**config.mk**
```make
export PLATFORM = sky130hd
export DESIGN_NAME = jtag_tap_driver
export DESIGN_NICKNAME = d
export VERILOG_FILES = /design/src/rtl/jtag_tap_driver.sv
export SDC_FILE = /design/constraint.sdc
export NUM_CORES = 1
export LEC_CHECK = 0
export ABC_CLOCK_PERIOD_IN_PS = 7900
export CAP_MARGIN = 20
export CORE_ASPECT_RATIO = 1.1
export CORE_MARGIN = 4
export CORE_UTILIZATION = 40
export DETAILED_ROUTE_END_ITERATION = 10
export PLACE_DENSITY = 0.74
export SLEW_MARGIN = 40
export SYNTH_ARGS = -nofsm -noshare
export SYNTH_HDL_FRONTEND = slang
export SYNTH_SLANG_ARGS = --single-unit
export TNS_END_PERCENT = 1
```
**constraint.sdc**
```tcl
create_clock -name clk_i -period 7.9 [get_ports clk_i]
set_clock_uncertainty 0.1 [all_clocks]
set_input_delay 0.79 -clock clk_i [delete_from_list [all_inputs] [get_ports clk_i]]
set_output_delay 0.79 -clock clk_i [all_outputs]
set_load 0.05 [all_outputs]
```
**src/rtl/jtag_tap_driver.sv**
```systemverilog
// JTAG initiator: turns TAP reset / IR scan / DR scan / idle-clock commands into
// TCK/TMS/TDI waveforms with a divided TCK and returns the captured TDO bits.
module jtag_tap_driver #(
    parameter int MAX_LEN = 64,
    parameter int CLK_DIV = 4,
    parameter int LW      = $clog2(MAX_LEN + 1)
) (
    input  logic               clk_i,
    input  logic               rst_ni,
    input  logic               cmd_valid_i,
    output logic               cmd_ready_o,
    input  logic [1:0]         cmd_op_i,
    input  logic [LW-1:0]      cmd_len_i,
    input  logic [MAX_LEN-1:0] cmd_data_i,
    output logic               rsp_valid_o,
    input  logic               rsp_ready_i,
    output logic [MAX_LEN-1:0] rsp_data_o,
    output logic               rsp_err_o,
    output logic               busy_o,
    output logic               jtag_tck_o,
    output logic               jtag_tms_o,
    output logic               jtag_tdi_o,
    output logic               jtag_trst_no,
    input  logic               jtag_tdo_i
);

    // state  | meaning
    // S_IDLE | waiting for a command, cmd_ready_o high
    // S_RUN  | generating TCK periods for the latched command
    // S_RESP | response presented, waiting for rsp_ready_i
    localparam logic [1:0] S_IDLE = 2'd0;
    localparam logic [1:0] S_RUN  = 2'd1;
    localparam logic [1:0] S_RESP = 2'd2;

    localparam logic [1:0] OP_RESET = 2'b00;
    localparam logic [1:0] OP_IR    = 2'b01;
    localparam logic [1:0] OP_DR    = 2'b10;
    localparam logic [1:0] OP_IDLE  = 2'b11;

    localparam int TW = $clog2(MAX_LEN + 7);
    localparam int DW = (CLK_DIV > 1) ? $clog2(CLK_DIV) : 1;

    logic [1:0]         state;
    logic [1:0]         op_q;
    logic [LW-1:0]      len_q;
    logic [MAX_LEN-1:0] data_q;
    logic [TW-1:0]      n_tck_q;
    logic [TW-1:0]      tck_cnt;
    logic [DW-1:0]      div_cnt;
    logic               tap_known;

    function automatic logic [TW-1:0] pre_cnt(input logic [1:0] op);
        logic [TW-1:0] r;
        case (op)
            OP_IR:   r = TW'(4);
            OP_DR:   r = TW'(3);
            default: r = '0;
        endcase
        return r;
    endfunction

    function automatic logic in_shift(input logic [1:0] op, input logic [TW-1:0] len,
                                      input logic [TW-1:0] k);
        return (op == OP_IR || op == OP_DR) && (k >= pre_cnt(op)) && (k < pre_cnt(op) + len);
    endfunction

    function automatic logic tms_at(input logic [1:0] op, input logic [TW-1:0] len,
                                    input logic [TW-1:0] k);
        logic          r;
        logic [TW-1:0] pre;
        pre = pre_cnt(op);
        case (op)
            OP_RESET: r = (k < TW'(5));
            OP_IDLE:  r = 1'b0;
            default: begin
                if (k < pre)
                    r = (op == OP_IR) ? (k < TW'(2)) : (k == '0);
                else if (k + TW'(1) < pre + len)
                    r = 1'b0;
                else
                    r = (k <= pre + len);
            end
        endcase
        return r;
    endfunction

    logic [LW-1:0]      len_clamp;
    logic               reject;
    logic [TW-1:0]      n_tck_in;
    logic [1:0]         sel_op;
    logic [TW-1:0]      sel_len;
    logic [TW-1:0]      sel_k;
    logic [MAX_LEN-1:0] sel_data_sh;
    logic               drv_tms;
    logic               drv_tdi;
    logic               drv_trst_n;
    logic               smp_shift;
    logic [TW-1:0]      smp_idx;

    always_comb begin
        len_clamp = (cmd_len_i > LW'(MAX_LEN)) ? LW'(MAX_LEN) : cmd_len_i;
        reject    = (cmd_op_i == OP_IR || cmd_op_i == OP_DR) && !tap_known;
        n_tck_in  = '0;
        case (cmd_op_i)
            OP_RESET: n_tck_in = TW'(6);
            OP_IR:    if (len_clamp != '0) n_tck_in = TW'(len_clamp) + TW'(6);
            OP_DR:    if (len_clamp != '0) n_tck_in = TW'(len_clamp) + TW'(5);
            default:  n_tck_in = TW'(len_clamp);
        endcase
        if (reject) n_tck_in = '0;

        // In IDLE the first TCK's pins come straight from the command inputs.
        if (state == S_IDLE) begin
            sel_op      = cmd_op_i;
            sel_len     = TW'(len_clamp);
            sel_k       = '0;
            sel_data_sh = cmd_data_i;
        end else begin
            sel_op      = op_q;
            sel_len     = TW'(len_q);
            sel_k       = tck_cnt + TW'(1);
            sel_data_sh = data_q >> (sel_k - pre_cnt(op_q));
        end
        drv_tms    = tms_at(sel_op, sel_len, sel_k);
        drv_tdi    = in_shift(sel_op, sel_len, sel_k) ? sel_data_sh[0] : 1'b0;
        drv_trst_n = !((sel_op == OP_RESET) && (sel_k < TW'(5)));
        smp_shift  = in_shift(op_q, TW'(len_q), tck_cnt);
        smp_idx    = tck_cnt - pre_cnt(op_q);
    end

    always_ff @(posedge clk_i or negedge rst_ni) begin
        if (!rst_ni) begin
            state        <= S_IDLE;
            op_q         <= OP_RESET;
            len_q        <= '0;
            data_q       <= '0;
            n_tck_q      <= '0;
            tck_cnt      <= '0;
            div_cnt      <= '0;
            tap_known    <= 1'b0;
            cmd_ready_o  <= 1'b1;
            rsp_valid_o  <= 1'b0;
            rsp_data_o   <= '0;
            rsp_err_o    <= 1'b0;
            busy_o       <= 1'b0;
            jtag_tck_o   <= 1'b0;
            jtag_tms_o   <= 1'b1;
            jtag_tdi_o   <= 1'b0;
            jtag_trst_no <= 1'b0;
        end else begin
            case (state)
                S_IDLE: begin
                    jtag_trst_no <= 1'b1;
                    if (cmd_valid_i) begin
                        op_q        <= cmd_op_i;
                        len_q       <= len_clamp;
                        data_q      <= cmd_data_i;
                        n_tck_q     <= n_tck_in;
                        tck_cnt     <= '0;
                        div_cnt     <= DW'(CLK_DIV - 1);
                        rsp_data_o  <= '0;
                        rsp_err_o   <= reject;
                        cmd_ready_o <= 1'b0;
                        busy_o      <= 1'b1;
                        state       <= S_RUN;
                        if (n_tck_in != '0) begin
                            jtag_tms_o   <= drv_tms;
                            jtag_tdi_o   <= drv_tdi;
                            jtag_trst_no <= drv_trst_n;
                        end
                    end
                end
                S_RUN: begin
                    if (n_tck_q == '0) begin
                        rsp_valid_o <= 1'b1;
                        state       <= S_RESP;
                    end else if (div_cnt != '0) begin
                        div_cnt <= div_cnt - DW'(1);
                    end else begin
                        div_cnt <= DW'(CLK_DIV - 1);
                        if (!jtag_tck_o) begin
                            jtag_tck_o <= 1'b1;
                            if (smp_shift)
                                rsp_data_o <= rsp_data_o | (MAX_LEN'(jtag_tdo_i) << smp_idx);
                        end else begin
                            jtag_tck_o <= 1'b0;
                            if (tck_cnt == n_tck_q - TW'(1)) begin
                                rsp_valid_o <= 1'b1;
                                jtag_tdi_o  <= 1'b0;
                                state       <= S_RESP;
                                if (op_q == OP_RESET) tap_known <= 1'b1;
                            end else begin
                                tck_cnt      <= tck_cnt + TW'(1);
                                jtag_tms_o   <= drv_tms;
                                jtag_tdi_o   <= drv_tdi;
                                jtag_trst_no <= drv_trst_n;
                            end
                        end
                    end
                end
                S_RESP: begin
                    if (rsp_ready_i) begin
                        rsp_valid_o <= 1'b0;
                        cmd_ready_o <= 1'b1;
                        busy_o      <= 1'b0;
                        state       <= S_IDLE;
                    end
                end
                default: state <= S_IDLE;
            endcase
        end
    end

endmodule

```
# Word level (Yosys, flattened, before mapping)
# Index checks and enable logic that the tools add are counted.
[op_classes] add_sub_neg=10 magnitude_cmp=10 eq_ne=22 shift=2 mux=73 bitwise=3 n_reduce_logical=35
[ops] op="64-bit two-way mux" count=5
[ops] op="64-bit case mux with 2 select lines" count=1
[ops] op="7-bit two-way mux" count=12
[ops] op="64-bit bitwise OR" count=1
[ops] op="1-bit by 7-bit left shift with 64-bit output" count=1
[ops] op="64-bit by 7-bit >> shifter with 1-bit output" count=1
[ops] op="1-bit two-way mux" count=32
[ops] op="7-bit less-than comparator" count=4
[ops] op="6-bit AND reduction" count=4
[ops] op="7-bit case mux with 3 select lines" count=1
[ops] op="2-bit two-way mux" count=10
[ops] op="2-bit inequality test (second input constant)" count=8
[ops] op="5-bit AND reduction" count=3
[ops] op="7-bit by 1-bit adder with 7-bit output (second input constant)" count=2
[ops] op="7-bit by 3-bit adder with 7-bit output (second input constant)" count=2
[ops] op="7-bit adder" count=2
[ops] op="7-bit >= comparator" count=2
[ops] op="7-bit zero test" count=2
[ops] op="1-bit case mux with 2 select lines" count=7
[ops] op="7-bit case mux with 2 select lines" count=1
[ops] op="7-bit nonzero test" count=2
[ops] op="7-bit subtractor" count=2
[ops] op="3-bit case mux with 2 select lines" count=2
[ops] op="2-bit == test (second input constant)" count=5
[ops] op="21 further kinds" count=43
[totals] ff_bits=164 out_inout_bits=72 wordCells=172

# Depth between registers and ports, before layout
[logic_depth] word_depth=14 depth_mapped=21 ltp_nobuf=18

# Worst setup path after synthesis
# OpenSTA, ideal clock, no wires.
[synth_timing] kind="register to register" from="reg state[0]" to="reg jtag_tms_o" arrival_ns=4.549 t_required_ns=7.714 path_slack_ns=3.165 stages_incl_launch_ff=22 path_buffers=3 period_less_slack_ns=4.735 cell_sequence="dfrtp_1 > buf_6 > or2_2 > clkbuf_1 > clkbuf_1 > nand2_1 > a21boi_0 > inv_1 > ha_1 > ha_1 > a21oi_1 > nand2_1 > xor2_1 > ha_1 > a21oi_1 > o21ai_0 > maj3_1 > a211oi_1 > o2bb2ai_2 > a41oi_1 > o311a_1 > o31ai_2"
[synth_via] elab_chain_cells=14 elab_cells_between_ends=37 classes_between="add/sub (2); order compare (5); eq/ne (10); mux (15); reduce/logical (5)"
[synth_rtl] element="start: declaration" line="43" text="logic [1:0] state;"
[synth_rtl] element="start signal: assignment" line="133" text="state <= S_IDLE;"
[synth_rtl] element="start signal: assignment" line="165" text="state <= S_RUN;"
[synth_rtl] element="start signal: assignment" line="176" text="state <= S_RESP;"
[synth_rtl] element="2-bit zero test" line="113, 151"
[synth_rtl] element="2-bit two-way mux" line="113" text="if (state == S_IDLE) begin"
[synth_rtl] element="2-bit == test / 2-bit by 1-bit == test with 1-bit output (equally long branches)" line="54, 77"
[synth_rtl] element="3-bit case mux with 2 select lines" line="54" text="case (op)"
[synth_rtl] element="7-bit adder" line="78, 81"
[synth_rtl] element="7-bit <= comparator / 7-bit less-than comparator (equally long branches)" line="81, 78"
[synth_rtl] element="1-bit two-way mux" line="78" text="else if (k + TW'(1) < pre + len)"
[synth_rtl] element="1-bit two-way mux" line="76" text="if (k < pre)"
[synth_rtl] element="1-bit case mux with 2 select lines" line="72" text="case (op)"
[synth_rtl] element="1-bit two-way mux" line="187" text="if (tck_cnt == n_tck_q - TW'(1)) begin"
[synth_rtl] element="1-bit two-way mux" line="181" text="if (!jtag_tck_o) begin"
[synth_rtl] element="1-bit two-way mux" line="177" text="end else if (div_cnt != '0) begin"
[synth_rtl] element="1-bit two-way mux" line="174" text="if (n_tck_q == '0) begin"
[synth_rtl] element="1-bit case mux with 2 select lines" line="151" text="case (state)"
[synth_rtl] element="end signal: assignment" line="167" text="jtag_tms_o <= drv_tms;"
[synth_rtl] element="end signal: assignment" line="194" text="jtag_tms_o <= drv_tms;"
[synth_rtl] element="end: declaration" line="21" text="output logic jtag_tms_o,"
# Several ways; a longest one is shown, not always the timed one. The select of a mux whose other input is x is not followed.
# A chain may end at the register's enable or synchronous reset.

# Worst setup path after layout
[layout_timing] from="reg state[1]" to="reg jtag_tms_o"
# Same word-level chain as after synthesis.

==> impl_results.md <==
* Outcome: finished clean
* Worst reg2reg endpoint: jtag_tms_o
* FF-to-FF path depth at 18
* GPL Wtd Cong at ~0.94
* RSZ-0062 raised after global routing: false
* DP HPWL at approximately 18000 um
* Setup Buffers After CTS at 0
* Final hold violations at 0
* Final WL at about 25000 um
* Synth top area share at between 40% and 50%
* Post-route insts no fill at approximately 1400
* First drt pass iteration count at 5
* Max incr delay on CP at 0.56 ns
* Antenna viol nets, final at 0
* Tmin final at ~5.0 ns
* Buf+Inv Stages, Crit Path at 1
* Nets at 1240
* Req. time, crit path at between 8 and 9 ns
* Final period utilization at 63.4%
* Global-route wire length before repair at around 40000 um
* Dpl cells at 1388
* Leak pwr at roughly 5.4 nW
* Dominant cell type by area after synthesis: dfrtp_1
* Initial antenna violation count at 0
* Synth Instances at between 900 and 1000
* CTS Hold Bufs at 0
* Vias in the first global route at 7666
* CP startpoint kind: register
* Async SR Flop Fraction at 100%
* Ys Warns at 0
* CP Launch Point: state[1]
* DR iter-0 viols at 534
* Crit path to: jtag_tms_o
* Worst-margin pin slew at 0.686 ns
* Most frequent CP cell: ha_1
* Syn Area/Cell at between 9 and 10 sq um
* Clock transition at path regs at ~0.070 ns
* CTS tree: built
* Worst skew pair latency at 0.43 ns
* WP depth at 18
* Max-Cap Viols at 0
* Yosys reg bits at ~160
* Layout area overhead at 25.7%
* Vias at about 7600
* RR Startpoint: state[1]
* Synth Flop Type: dfrtp_1
* Largest net degree at the start of global routing at 95
* Mapped cell area at roughly 9300 sq um
* Core Rows at 58
* Setup slack, reg-to-reg at 2.89 ns
* # H-tree levels at 4
* # setup viols final at 0
* Wire per inst at between 15 and 20 um
* Total Power at slightly above 4 mW
* End-of-flow core utilization at 51.2%
* CTS Buf Count at 17
* Min Hold Slack at 0.289 ns
* Peak VDD IR at about 0.16 mV
* Vias per cell at 5.38
* Number of flops mapped to enable cells by yosys at 0
* Quantity of gates resized following cts at 0
* Total gr overflow at 0
* Synth top area cells: dfrtp_1 44%, nand2_1 10%, ha_1 6.9%
* Critical path class: reg -> reg
* Boundary Pins at 150
* Library cells used by synthesis at 73
* CP Cell Sequence: or2_2 -> nand2_1 -> a21boi_0 -> inv_1 -> ha_1 -> ha_1 -> a21oi_1 -> nand2_1 -> xor2_1 -> ha_1 -> a21oi_1 -> o21ai_0 -> maj3_1 -> a211oi_1 -> o2bb2ai_2 -> a41oi_1 -> o311a_1 -> o31ai_2
* WP data arrival at 5.26 ns
* CTS root buffer: clkbuf_16
* CP top delay family: compound AO/OA/AOI/OAI gates
* Die Y-Extent at about 170 um
* Die area at roughly 26000 sq um
* Rel. slew slack at between 50% and 60%
* Starting Density at between 40% and 50%
* Syn Nets at 1111
* Ant. Diodes at 0
* Crit. End Element: register
* Die width at ~150 um
* Hold Path Class: in -> async
* Power density cells at between 300 and 400 nW/um^2
* Clk sinks at between 150 and 200
* Worst Path Max Fanout at 22
* Max Freq at ~0.20 GHz
* Setup TNS at 0 ns
* DR DRC count at 0
* Seq/Total Area, Yosys at around 44%
* Slew Viols, Final at 0
* CTS Buffer Depth at 2
* Slowest CP cell: or2_2
* Input/output buffers at between 100 and 150
* Core Region at approximately 23000 sq um
* Gr usage total at 19.1%
* Share of cells above drive strength 1 at 7.50%
## stage by stage
stage,cell area [sq um],setup slack [ns]
finish,11700,2.89
floorplan,9300,3.17
CTS,11700,2.89
global placement,11000,2.80
detailed placement,11100,2.70
global route,11700,2.50
## layout make-up
type	instances	area [sq um]
fill	2088	11200
clock inverter	14	189
inverter	39	146
clock buffer	18	429
sequential	164	4110
tap	300	375
multi-input combinational	727	4870
timing repair buffer	158	1570
## cell families (layout without fill, tap and decap cells)
family | after synthesis | in the layout | synth area share (%)
compound gates | 198 | 198 | 16.1
xor+xnor | 46 | 46 | 4.41
fa+ha+maj | 56 | 56 | 7.83
buf+inv | 87 | 229 | 3.69
flops | 164 | 164 | 44.1
mux | 29 | 29 | 5.70
simple gates | 398 | 398 | 18.1
## metal layers
layer / vias to the layer above / GRT usage [%] / wire length [um]
met5: - / 0 / 0
met1: 3718 / 25.0 / 10800
met2: 217 / 31.7 / 11900
met4: 0 / 7.03 / 717
li1: 3647 / - / -
met3: 55 / 3.55 / 1220
## sequential cells by signal, indices dropped and copies added (netlist names), 2 cells and up
| register | flops |
|---|---|
| tck_cnt | 7 |
| len_q | 7 |
| op_q | 2 |
| state | 2 |
| div_cnt | 2 |
| data_q | 64 |
| n_tck_q | 7 |
| rsp_data_o | 64 |
## Yosys cell counts, types with 2 or more instances
library cell,n
a221oi_1,4
a31oi_1,5
dfrtp_1,162
inv_1,38
o211ai_1,2
and2_1,3
a311oi_1,3
clkbuf_1,37
or2_2,3
or3_1,2
nor2b_1,12
or4_1,2
o22ai_1,4
fa_1,4
o31ai_1,5
o21ai_0,47
nor2_1,59
nand3_1,16
and3_1,3
a22o_1,66
nand4_1,2
nand2b_1,12
ha_1,51
a31o_2,2
xnor2_1,33
nand3b_1,3
buf_2,4
nor3b_1,2
mux2_2,2
a21o_1,4
nand2_1,259
a21oi_1,20
buf_1,5
dfstp_2,2
nor3_1,12
a21boi_0,3
a41oi_1,2
a211oi_1,7
mux2i_1,8
xor2_1,12
nor4_1,3
o31a_1,3
o21a_1,3
mux4_2,18
## worst reg2reg max path, stage by stage (launching register included)
cell and delay [ns]:
dfrtp_1 0.54, or2_2 0.56, nand2_1 0.13, a21boi_0 0.37, inv_1 0.09, ha_1 0.25
ha_1 0.34, a21oi_1 0.24, nand2_1 0.10, xor2_1 0.20, ha_1 0.29, a21oi_1 0.14
o21ai_0 0.13, maj3_1 0.36, a211oi_1 0.28, o2bb2ai_2 0.14, a41oi_1 0.06, o311a_1 0.36
o31ai_2 0.23
## power by group
group / internal [mW] / leakage, nW / switching (mW)
Clock: 0.484 / 0.299 / 0.383
Sequential: 1.07 / 2.14 / 0.165
Combinational: 0.843 / 2.93 / 1.19
Total: 2.40 / 5.37 / 1.74
## cell usage in the layout, fill, tap and decap left out, types with 4 or more instances in the layout
cell	synthesis	final
nand2_1	259	258
dfrtp_1	162	162
clkdlybuf4s50_1	0	148
a22o_1	66	66
nor2_1	59	59
ha_1	51	51
o21ai_0	47	47
inv_1	38	38
xnor2_1	33	33
a21oi_1	20	20
mux4_2	18	18
clkbuf_16	0	17
nand3_1	16	16
nand2b_1	12	12
xor2_1	12	12
nor2b_1	12	12
nor3_1	12	11
mux2i_1	8	8
a211oi_1	7	7
buf_4	1	6
a31oi_1	5	5
o31ai_1	5	5
a21o_1	4	4
a221oi_1	4	4
o22ai_1	4	4
inv_8	0	4
## worst min-delay path by stage
stage,start,end,slack (ns),cells after the start
2_1_floorplan,data_q[0],data_q[0],0.34,2
5_1_grt,rst_ni,rsp_data_o[35],0.35,1
4_1_cts,rst_ni,rsp_data_o[35],0.36,1
3_5_place_dp,data_q[60],data_q[60],0.36,2
6_report,rst_ni,rsp_data_o[33],0.29,1
3_3_place_gp,data_q[5],data_q[5],0.35,2
Note: power is estimated with default switching activity, not from simulation.
